### config.mk
export PLATFORM = sky130hd
export DESIGN_NAME = nibble_add_seq
export DESIGN_NICKNAME = d
export VERILOG_FILES = /design/src/rtl/nibble_add_seq.sv
export SDC_FILE = /design/constraint.sdc
export NUM_CORES = 1
export LEC_CHECK = 0
export ABC_AREA = 1
export ABC_CLOCK_PERIOD_IN_PS = 4500
export CORE_ASPECT_RATIO = 0.9
export CORE_MARGIN = 3
export CORE_UTILIZATION = 53
export DETAILED_ROUTE_END_ITERATION = 10
export PLACE_DENSITY_LB_ADDON = 0.2
export RECOVER_POWER = 50
export SLEW_MARGIN = 5
export SYNTH_ARGS = -nofsm -noshare
export SYNTH_HDL_FRONTEND = slang
export SYNTH_SLANG_ARGS = --single-unit
### constraint.sdc
create_clock -name clk -period 4.5 [get_ports clk]
set_input_delay 0.45 -clock clk [delete_from_list [all_inputs] [get_ports clk]]
set_output_delay 0.45 -clock clk [all_outputs]
set_load 0.01 [all_outputs]
### src/rtl/nibble_add_seq.sv
// Nibble-serial adder: operands are captured on accept, then summed one 4-bit
// slice per cycle, LSB first, with the slice carry registered between nibbles.
module nibble_add_seq #(
    parameter int NIB = 4
) (
    input  logic             clk,
    input  logic             rst,
    input  logic             in_valid,
    output logic             in_ready,
    input  logic [4*NIB-1:0] in_a,
    input  logic [4*NIB-1:0] in_b,
    input  logic             in_cin,
    output logic             out_valid,
    input  logic             out_ready,
    output logic [4*NIB-1:0] out_sum,
    output logic             out_co,
    output logic             out_ovf,
    output logic             busy
);

    localparam int W     = 4 * NIB;
    localparam int IDX_W = (NIB > 1) ? $clog2(NIB) : 1;

    typedef enum logic [1:0] {
        IDLE = 2'd0,
        ADD  = 2'd1,
        DONE = 2'd2
    } state_t;

    state_t           state_q, state_d;
    logic [W-1:0]     a_q, b_q;
    logic [W-1:0]     sum_q, sum_d;
    logic [IDX_W-1:0] idx_q, idx_d;
    logic             carry_q, carry_d;
    logic             co_q, co_d;
    logic             ovf_q, ovf_d;

    logic             accept;
    logic             last;
    logic [IDX_W+1:0] shamt;
    logic [3:0]       nib_a, nib_b, nib_s;
    logic             nib_c;

    // Single 4-bit ripple slice: per-bit xor sum and majority carry.
    function automatic logic [4:0] ripple4(input logic [3:0] a, input logic [3:0] b,
                                           input logic ci);
        logic       c;
        logic [3:0] s;
        c = ci;
        for (int i = 0; i < 4; i++) begin
            s[i] = a[i] ^ b[i] ^ c;
            c    = (a[i] & b[i]) | (a[i] & c) | (b[i] & c);
        end
        return {c, s};
    endfunction

    assign accept = in_valid & in_ready & ~rst;
    assign last   = (idx_q == IDX_W'(NIB - 1));
    assign shamt  = {idx_q, 2'b00};
    assign nib_a  = 4'(a_q >> shamt);
    assign nib_b  = 4'(b_q >> shamt);
    assign {nib_c, nib_s} = ripple4(nib_a, nib_b, carry_q);

    always_ff @(posedge clk) begin
        if (rst) begin
            state_q <= IDLE;
        end else begin
            state_q <= state_d;
        end
    end

    always_comb begin
        state_d = state_q;
        case (state_q)
            IDLE:    if (in_valid) state_d = ADD;
            ADD:     if (last) state_d = DONE;
            DONE:    if (out_ready) state_d = IDLE;
            default: state_d = IDLE;
        endcase
    end

    always_comb begin
        in_ready  = (state_q == IDLE);
        busy      = (state_q == ADD);
        out_valid = (state_q == DONE);
    end

    always_comb begin
        sum_d   = sum_q;
        idx_d   = idx_q;
        carry_d = carry_q;
        co_d    = co_q;
        ovf_d   = ovf_q;
        if (accept) begin
            sum_d   = '0;
            idx_d   = '0;
            carry_d = in_cin;
            co_d    = 1'b0;
            ovf_d   = 1'b0;
        end else if (state_q == ADD) begin
            sum_d   = (sum_q & ~(W'(4'hF) << shamt)) | (W'(nib_s) << shamt);
            carry_d = nib_c;
            // Index holds on the last nibble; it is only cleared by the next accept.
            if (last) begin
                co_d  = nib_c;
                ovf_d = (a_q[W-1] == b_q[W-1]) & (nib_s[3] != a_q[W-1]);
            end else begin
                idx_d = idx_q + 1'b1;
            end
        end
    end

    always_ff @(posedge clk) begin
        if (rst) begin
            sum_q   <= '0;
            idx_q   <= '0;
            carry_q <= 1'b0;
            co_q    <= 1'b0;
            ovf_q   <= 1'b0;
        end else begin
            sum_q   <= sum_d;
            idx_q   <= idx_d;
            carry_q <= carry_d;
            co_q    <= co_d;
            ovf_q   <= ovf_d;
        end
    end

    // Operand holding registers carry no reset; they are only read after an accept.
    always_ff @(posedge clk) begin
        if (accept) begin
            a_q <= in_a;
            b_q <= in_b;
        end
    end

    assign out_sum = sum_q;
    assign out_co  = co_q;
    assign out_ovf = ovf_q;

endmodule

# Word-level counts from Yosys, hierarchy flattened
# Cells that the tools add are included.
# totals
ff_bits	55
# op_classes
add_sub_neg	1
n_eq_ne	8
n_shift	4
mux	6
bitwise	36
n_reduce_logical	6
# op_table
op	count
right shift 16 x 4 -> 4 bit	2
AND 16 bit	1
inverter 16 bit	1
OR 16 bit	1
<< shifter 4 x 4 -> 16 bit	1
<< shifter 4 x 4 -> 16 bit, first input constant	1
AND 1 bit	15
OR 1 bit	8
bitwise XOR 1 bit	8
two-way mux 2 bit	3
one-hot mux 2 bit (3 select lines)	1
equality test 2 bit, second input constant	2
!= test 2 x 1 -> 1 bit, second input constant	2
AND reduction 2 bit	2
AND reduction 3 bit	1
adder 2 x 1 -> 2 bit, second input constant	1
equality test 2 x 1 -> 1 bit, second input constant	1
zero test 2 bit	1
two-way mux 1 bit	2
!= test 2 bit, second input constant	1
inverter 1 bit	2
nonzero test 2 bit	1
OR reduction 2 bit	1
equality test 1 bit	1
!= test 1 bit	1

# Depth between registers and ports, before layout
# Gate-level depths: netlist (run 1).
# logic_depth
depth_word	15
depth_mapped	16
mapped_depth_nobuf	15

# Worst setup path after synthesis (run 1)
# OpenSTA, ideal clock, no wires.
# synth_path
path_type	register to register
start	reg idx_q[1]
end	reg ovf_q (netlist: out_ovf)
setup_ns	0.064
arrival_time_ns	2.649
path_slack_ns	1.787
path_stages_with_launch	17
path_buffers	1
period_less_slack_ns	2.713
cell_sequence	dfxtp_1 > inv_1 > buf_2 > nor2_1 > o21ai_0 > o21ai_0 > fa_1 > inv_1 > fa_1 > fa_1 > inv_1 > fa_1 > inv_1 > nand3_1 > nand2_1 > nor2_1 > nor2_1
# synth_via
elab_chain_cells	13
elab_cells_between_ends	23
# synth_rtl
item	line_no	rtl
start, declared	33	logic [IDX_W-1:0] idx_q, idx_d;
start signal, assigned	122	idx_q <= idx_d;
right shift 16 x 4 -> 4 bit, on equally long branches	60, 61	
AND 1 bit	52	c = (a[i] & b[i]) | (a[i] & c) | (b[i] & c);
OR 1 bit (2 in a row)	52	
AND 1 bit	52	
OR 1 bit (2 in a row)	52	
AND 1 bit	52	
OR 1 bit (2 in a row)	52	
bitwise XOR 1 bit	51	s[i] = a[i] ^ b[i] ^ c;
!= test 1 bit	106	ovf_d = (a_q[W-1] == b_q[W-1]) & (nib_s[3] != a_q[W-1]);
AND 1 bit	106	
end signal, assigned	125	ovf_q <= ovf_d;
end, declared	36	logic ovf_q, ovf_d;
# Several ways; a longest one is shown, not always the timed one.
# A chain may end at the register's enable or synchronous reset.

# Worst setup path in the final report (run 1)
# Ends and elaborated chain as after synthesis.

==> impl_metrics.env, run 1 <==
export IMPL_wire_per_inst_um=13.75
export IMPL_yosysSeqAreaShare_pct=58.65
export IMPL_outcome="finished, violations left"
export IMPL_cts_resized=0
export IMPL_skew_ps=4.767
export IMPL_core_area_mm2=0.004239
export IMPL_cts_tree="built"
export IMPL_grt_start_max_net_pins=33
export IMPL_setup_viol=0
export IMPL_rows=22
export IMPL_drt_iter0_markers=163
export IMPL_dieHeight_um=70.15
export IMPL_hpwl_mm=3.530
export IMPL_h_tree_depth=2
export IMPL_finalCritPeriodShare_pct=79.79
export IMPL_synth_area_mm2=0.002424
export IMPL_die_area_mm2=0.005421
export IMPL_route_met3_wl_um=367
export IMPL_fin_ws_ps=909.5
export IMPL_cts_clk_slew_worst_paths_ps=90
export IMPL_p_leak_nw=1.150
export IMPL_layout_min_cycle_time_ps=3590
export IMPL_grt_pass1_vias=1856
export IMPL_violations="max-capacitance violations, max-slew violations"
export IMPL_grtUsageTotal_pct=19.05
export IMPL_grt_overflow_total=0
export IMPL_antennaDiodeCount=0
export IMPL_syn_num_nets=283
export IMPL_gp_congestion=0.8441
export IMPL_hp_class="reg2reg"
export IMPL_crit_required_ps=4740
export IMPL_max_slew_worst_pin_slew_ps=1635
export IMPL_path_max_fanout=21
export IMPL_dr_pass1_iters=4
export IMPL_final_common_cell="nand2_1"
export IMPL_antenna_found_initial=0
export IMPL_rsz0062_at_grt="no"
export IMPL_fp_dieW_um=77.28
export IMPL_postSynthCellCount=238
export IMPL_m1WireLength_mm=1.909
export IMPL_peakVddDrop_v=0.0002125
export IMPL_synth_distinct_cells=22
export IMPL_vias_per_cell=5.203
export IMPL_clock_latency_ps=300
export IMPL_num_nets_final=338
export IMPL_slew_viol_final=33
export IMPL_drt_wl_total_mm=4.869
export IMPL_numCtsBuffers=5
export IMPL_hold_buffers=0
export IMPL_dr_total_vias=1842
export IMPL_pwr_density_cell_mw_per_mm2=353.8
export IMPL_syn_to_final_growth_pct=28.24
export IMPL_cp_arrival_ps=3830
export IMPL_io_pins=58
export IMPL_grt_pass1_wl_mm=8.280
export IMPL_critPathLaunchType="flop"
export IMPL_drive_gt1_share_pct=8.163
export IMPL_path_class="reg2reg"
export IMPL_hold_viol=0
export IMPL_most_common_layout_cells="nand2_1 (55), dlygate4sd3_1 (33), nand3_1 (32), edfxtp_1 (32), clkdlybuf4s50_1 (24)"
export IMPL_dr_wl_met2_mm=2.543
export IMPL_critPathCaptureType="flop"
export IMPL_root_buffer="clkbuf_8"
export IMPL_max_cap_viol_count=1
export IMPL_ys_ff_latch=55
export IMPL_antenna_left=0
export IMPL_postCtsSetupBuffers=0
export IMPL_timing_fmax_mhz=278.5
export IMPL_final_setup_tns_ps=0
export IMPL_avgSynthCellArea_um2=10.18
export IMPL_cts_buffer_depth=2
export IMPL_highest_layer="met4"
export IMPL_slew_headroom_pct=-9.002
export IMPL_numPortBuffers=57
export IMPL_drc=0
export IMPL_clkSinkCount=55
export IMPL_pre_cts_ws_ps=984.0
export IMPL_ys_warn_count=0
export IMPL_initial_utilization_pct=57.17
worst paths after layout:
path / startpoint / endpoint / slack, ps / cells after the start
max reg2reg: idx_q[1] / out_ovf / 910 / 15
max: idx_q[1] / out_ovf / 910 / 15
min reg2reg: out_sum[6] / out_sum[6] / 470 / 2
min: out_sum[6] / out_sum[6] / 470 / 2
routing by layer:
metal,track usage [%],up-vias
met5,0,-
met4,4.941,0
li1,-,898
met2,33.27,78
met3,4.639,6
met1,23.57,860
power by group:
| group | leakage, nW | internal (mW) | switching [mW] |
|---|---|---|---|
| clock | 0.0654 | 0.222 | 0.152 |
| sequential | 0.483 | 0.553 | 0.0119 |
| combinational | 0.601 | 0.0674 | 0.0921 |
| total | 1.15 | 0.843 | 0.256 |
state kept, by name, summed over array words and instances, names as in the netlist:
name,flops
idx_q,2
b_q,16
state_q,2
a_q,16
out_ovf,1
out_co,1
carry_q,1
out_sum,16
Yosys cell counts (all sizes together):
library cell / number / area (um2)
nor2: 23 / 101.4
a21oi: 20 / 137.6
ha: 4 / 50.05
o21ai: 11 / 55.05
inv: 19 / 71.32
nand2: 56 / 225.2
nand4: 1 / 6.260
nand3: 32 / 165.2
edfxtp: 32 / 960.9
buf: 11 / 95.08
dfxtp: 23 / 460.4
o211ai: 2 / 15.01
fa: 4 / 80.08
kinds of logic after synthesis:
logic type      after synthesis  share of synthesized area [%]
compound gates               33                          8.570
fa+ha+maj                     8                          5.369
buf+inv                      30                          6.866
flops                        55                          58.65
simple gates                112                          20.55
metrics by stage:
step	utilization [%]	power [mW]	area, um2	std cells	hold WS (ps)
after detailed placement	70.57	0.7396	2992	346	455.2
after floorplan	-	0.6781	2424	238	490.0
after global routing	73.32	1.147	3108	354	506.7
final	73.32	1.100	3108	354	468.7
after global placement	70.57	0.7331	2992	346	451.7
after CTS	73.70	1.111	3124	354	469.2
layout make-up:
class	instances	area, um2
Clock buffer	6	72.57
Clock inverter	2	60.06
Tap cell	60	75.07
Fill cell	315	1131
Timing Repair Buffer	59	581.8
Inverter	19	71.32
Sequential cell	55	1421
Multi-Input combinational cell	153	825.8
critical path, stage by stage (launching register included):
cell     delay [ps]
dfxtp_1         740
inv_1           500
nor2_1          180
o21ai_0          90
o21ai_0         130
fa_1            210
inv_1            50
fa_1            380
fa_1            370
inv_1            80
fa_1            440
inv_1            90
nand3_1          70
nand2_1          70
nor2_1           40
nor2_1          100
Note: power is estimated with default switching activity, not from simulation.
==> run 2, diff against run 1 <==
--- a/config.mk
+++ b/config.mk
@@ -6,10 +6,10 @@
 export NUM_CORES = 1
 export LEC_CHECK = 0
 export ABC_AREA = 1
-export ABC_CLOCK_PERIOD_IN_PS = 4500
+export ABC_CLOCK_PERIOD_IN_PS = 3000
 export CORE_ASPECT_RATIO = 0.9
 export CORE_MARGIN = 3
-export CORE_UTILIZATION = 53
+export CORE_UTILIZATION = 44
 export DETAILED_ROUTE_END_ITERATION = 10
 export PLACE_DENSITY_LB_ADDON = 0.2
 export RECOVER_POWER = 50
==> constraint.sdc (replaced) <==
create_clock -name clk -period 3 [get_ports clk]
set_input_delay 0.3 -clock clk [delete_from_list [all_inputs] [get_ports clk]]
set_output_delay 0.3 -clock clk [all_outputs]
set_load 0.01 [all_outputs]
==> impl_metrics.env, run 2 (synthesis gave the netlist of run 1 again) <==
export IMPL_slew_headroom_pct=-8.010
export IMPL_core_area_mm2=0.005075
export IMPL_switching_share_pct=25.03
export IMPL_reg2reg_depth=13
export IMPL_violations="max-capacitance violations, max-slew violations"
export IMPL_initial_utilization_pct=47.76
export IMPL_cts_buffer_depth=2
export IMPL_hold_viol=0
export IMPL_use_met1_pct=20.22
export IMPL_rsz0062_at_grt="no"
export IMPL_grt_util_met3_pct=5.189
export IMPL_grt_pass1_vias=1784
export IMPL_outcome="finished, violations left"
export IMPL_grtUsageTotal_pct=16.10
export IMPL_clkSinkCount=55
export IMPL_vias_per_cell=4.868
export IMPL_seqPwrFrac_pct=52.4
export IMPL_busiest_layer="met2"
export IMPL_power_internal_mw=1.210
export IMPL_postCtsSetupBuffers=0
export IMPL_critPathCaptureType="flop"
export IMPL_r2r_end="out_sum[11]"
export IMPL_p_leak_nw=1.231
export IMPL_io_pins=58
export IMPL_dr_total_vias=1767
export IMPL_peakVddDrop_v=0.0002832
export IMPL_h_tree_depth=2
export IMPL_timing_fmax_mhz=358.3
export IMPL_max_cap_viol_count=1
export IMPL_crit_required_ps=3210
export IMPL_grt_start_max_net_pins=33
export IMPL_grt_util_met2_pct=26.42
export IMPL_most_common_layout_cells="nand2_1 (54), dlygate4sd3_1 (50), edfxtp_1 (32)"
export IMPL_die_area_mm2=0.006436
export IMPL_drt_wl_total_mm=4.827
export IMPL_drt_iter0_markers=148
export IMPL_cts_tree="built"
export IMPL_endpoint="out_sum[11]"
export IMPL_rr_startpoint="idx_q[0]"
export IMPL_syn_to_final_growth_pct=29.79
export IMPL_pwr_density_cell_mw_per_mm2=512.9
export IMPL_path_class="reg2reg"
export IMPL_setup_viol=0
export IMPL_path_max_fanout=6
export IMPL_final_setup_tns_ps=0
export IMPL_reg2reg_slack_ps=210
export IMPL_finalCritPeriodShare_pct=93.04
export IMPL_layout_min_cycle_time_ps=2791
export IMPL_numCtsBuffers=5
export IMPL_grt_pass1_wl_mm=8.300
export IMPL_fp_dieW_um=84.23
export IMPL_wire_per_inst_um=13.30
export IMPL_num_nets_final=342
export IMPL_p_total_mw=1.613
export IMPL_p_sw_mw=0.4038
export IMPL_p_comb_share_pct=15.0
export IMPL_max_slew_worst_pin_slew_ps=1620
export IMPL_skew_ps=5.056
export IMPL_hold_buffers=0
export IMPL_hp_class="reg2reg"
export IMPL_dieHeight_um=76.41
export IMPL_antenna_left=0
export IMPL_root_buffer="clkbuf_8"
export IMPL_slew_viol_final=33
export IMPL_rows=24
export IMPL_clockPowerShare_pct=32.6
export IMPL_cts_clk_slew_worst_paths_ps=100
export IMPL_slowest_delay_ps=440
export IMPL_antennaDiodeCount=0
export IMPL_gp_congestion=0.8084
export IMPL_numPortBuffers=57
export IMPL_dr_pass1_iters=4
export IMPL_hpwl_mm=3.518
export IMPL_startpoint="idx_q[0]"
export IMPL_clock_latency_ps=310
export IMPL_critPathLaunchType="flop"
export IMPL_cp_slowest_cell="fa_1"
export IMPL_drive_gt1_share_pct=10.74
export IMPL_grt_overflow_total=0
export IMPL_final_common_cell="nand2_1"
export IMPL_antenna_found_initial=0
export IMPL_crit_chain="inv_1 > o21ai_0 > o21ai_0 > fa_1 > inv_1 > fa_1 > fa_1 > inv_1 > fa_1 > inv_1 > nor2_1 > nand3_1 > a21oi_2"
export IMPL_cp_arrival_ps=3000
export IMPL_drc=0
[run 2: worst max-delay path, delay by kind of cell (launching register included)]
family	cells	cell delay (ps)
adders and majority gates	4	1400
DFF	1	360
buffers and inverters	4	360
and+or+nand+nor	2	170
AOI/OAI and AO/OA	3	390
[run 2: through the flow]
step	worst slack, ps	cell area [um2]	hold WS (ps)	instances	util [%]
6_report	208.8	3146	467.8	363	61.98
2_1_floorplan	287.2	2424	369.1	238	-
4_1_cts	140.7	3149	473.4	363	62.06
5_1_grt	3.128	3146	488.3	363	61.98
3_5_place_dp	165.5	3028	458.7	355	59.66
3_3_place_gp	269.3	3028	457.2	355	59.66
[run 2: final cells by class]
cell class                      count  area (um2)
Clock buffer                        6       82.58
Clock inverter                      2       38.79
Fill cell                         435        1929
Inverter                           19       71.32
Multi-Input combinational cell    153       838.3
Sequential cell                    55        1421
Tap cell                           65       81.33
Timing Repair Buffer               63       611.8
[run 2: metal layers]
layer | wire, um | vias up
met5 | 0 | -
met4 | 72 | 0
met3 | 288 | 9
met2 | 2350 | 49
met1 | 2116 | 800
li1 | - | 909
[run 2: how the worst min path moves through the flow]
| stage | slack (ps) | start | cells after the start | to |
|---|---|---|---|---|
| floorplan | 370 | rst | 1 | state_q[0] |
| global placement | 460 | out_sum[6] | 2 | out_sum[6] |
| detailed placement | 460 | out_sum[5] | 2 | out_sum[5] |
| CTS | 470 | out_sum[5] | 2 | out_sum[5] |
| global route | 490 | out_sum[6] | 2 | out_sum[6] |
| finish | 470 | out_sum[5] | 2 | out_sum[5] |
[run 2: timing repair]
action | CTS | global route
resized for setup | 0 | 2
setup endpoints to repair | 0 | 5
endpoints found under the hold margin | 0 | 0
[run 2: power by group through the flow]
stage / clock (mW) / combinational [mW] / sequential, mW
after global routing: 0.565 / 0.274 / 0.848
after CTS: 0.531 / 0.253 / 0.844
after global placement: 0 / 0.248 / 0.861
after detailed placement: 0 / 0.253 / 0.862
after floorplan: 0 / 0.158 / 0.859
final: 0.526 / 0.242 / 0.845
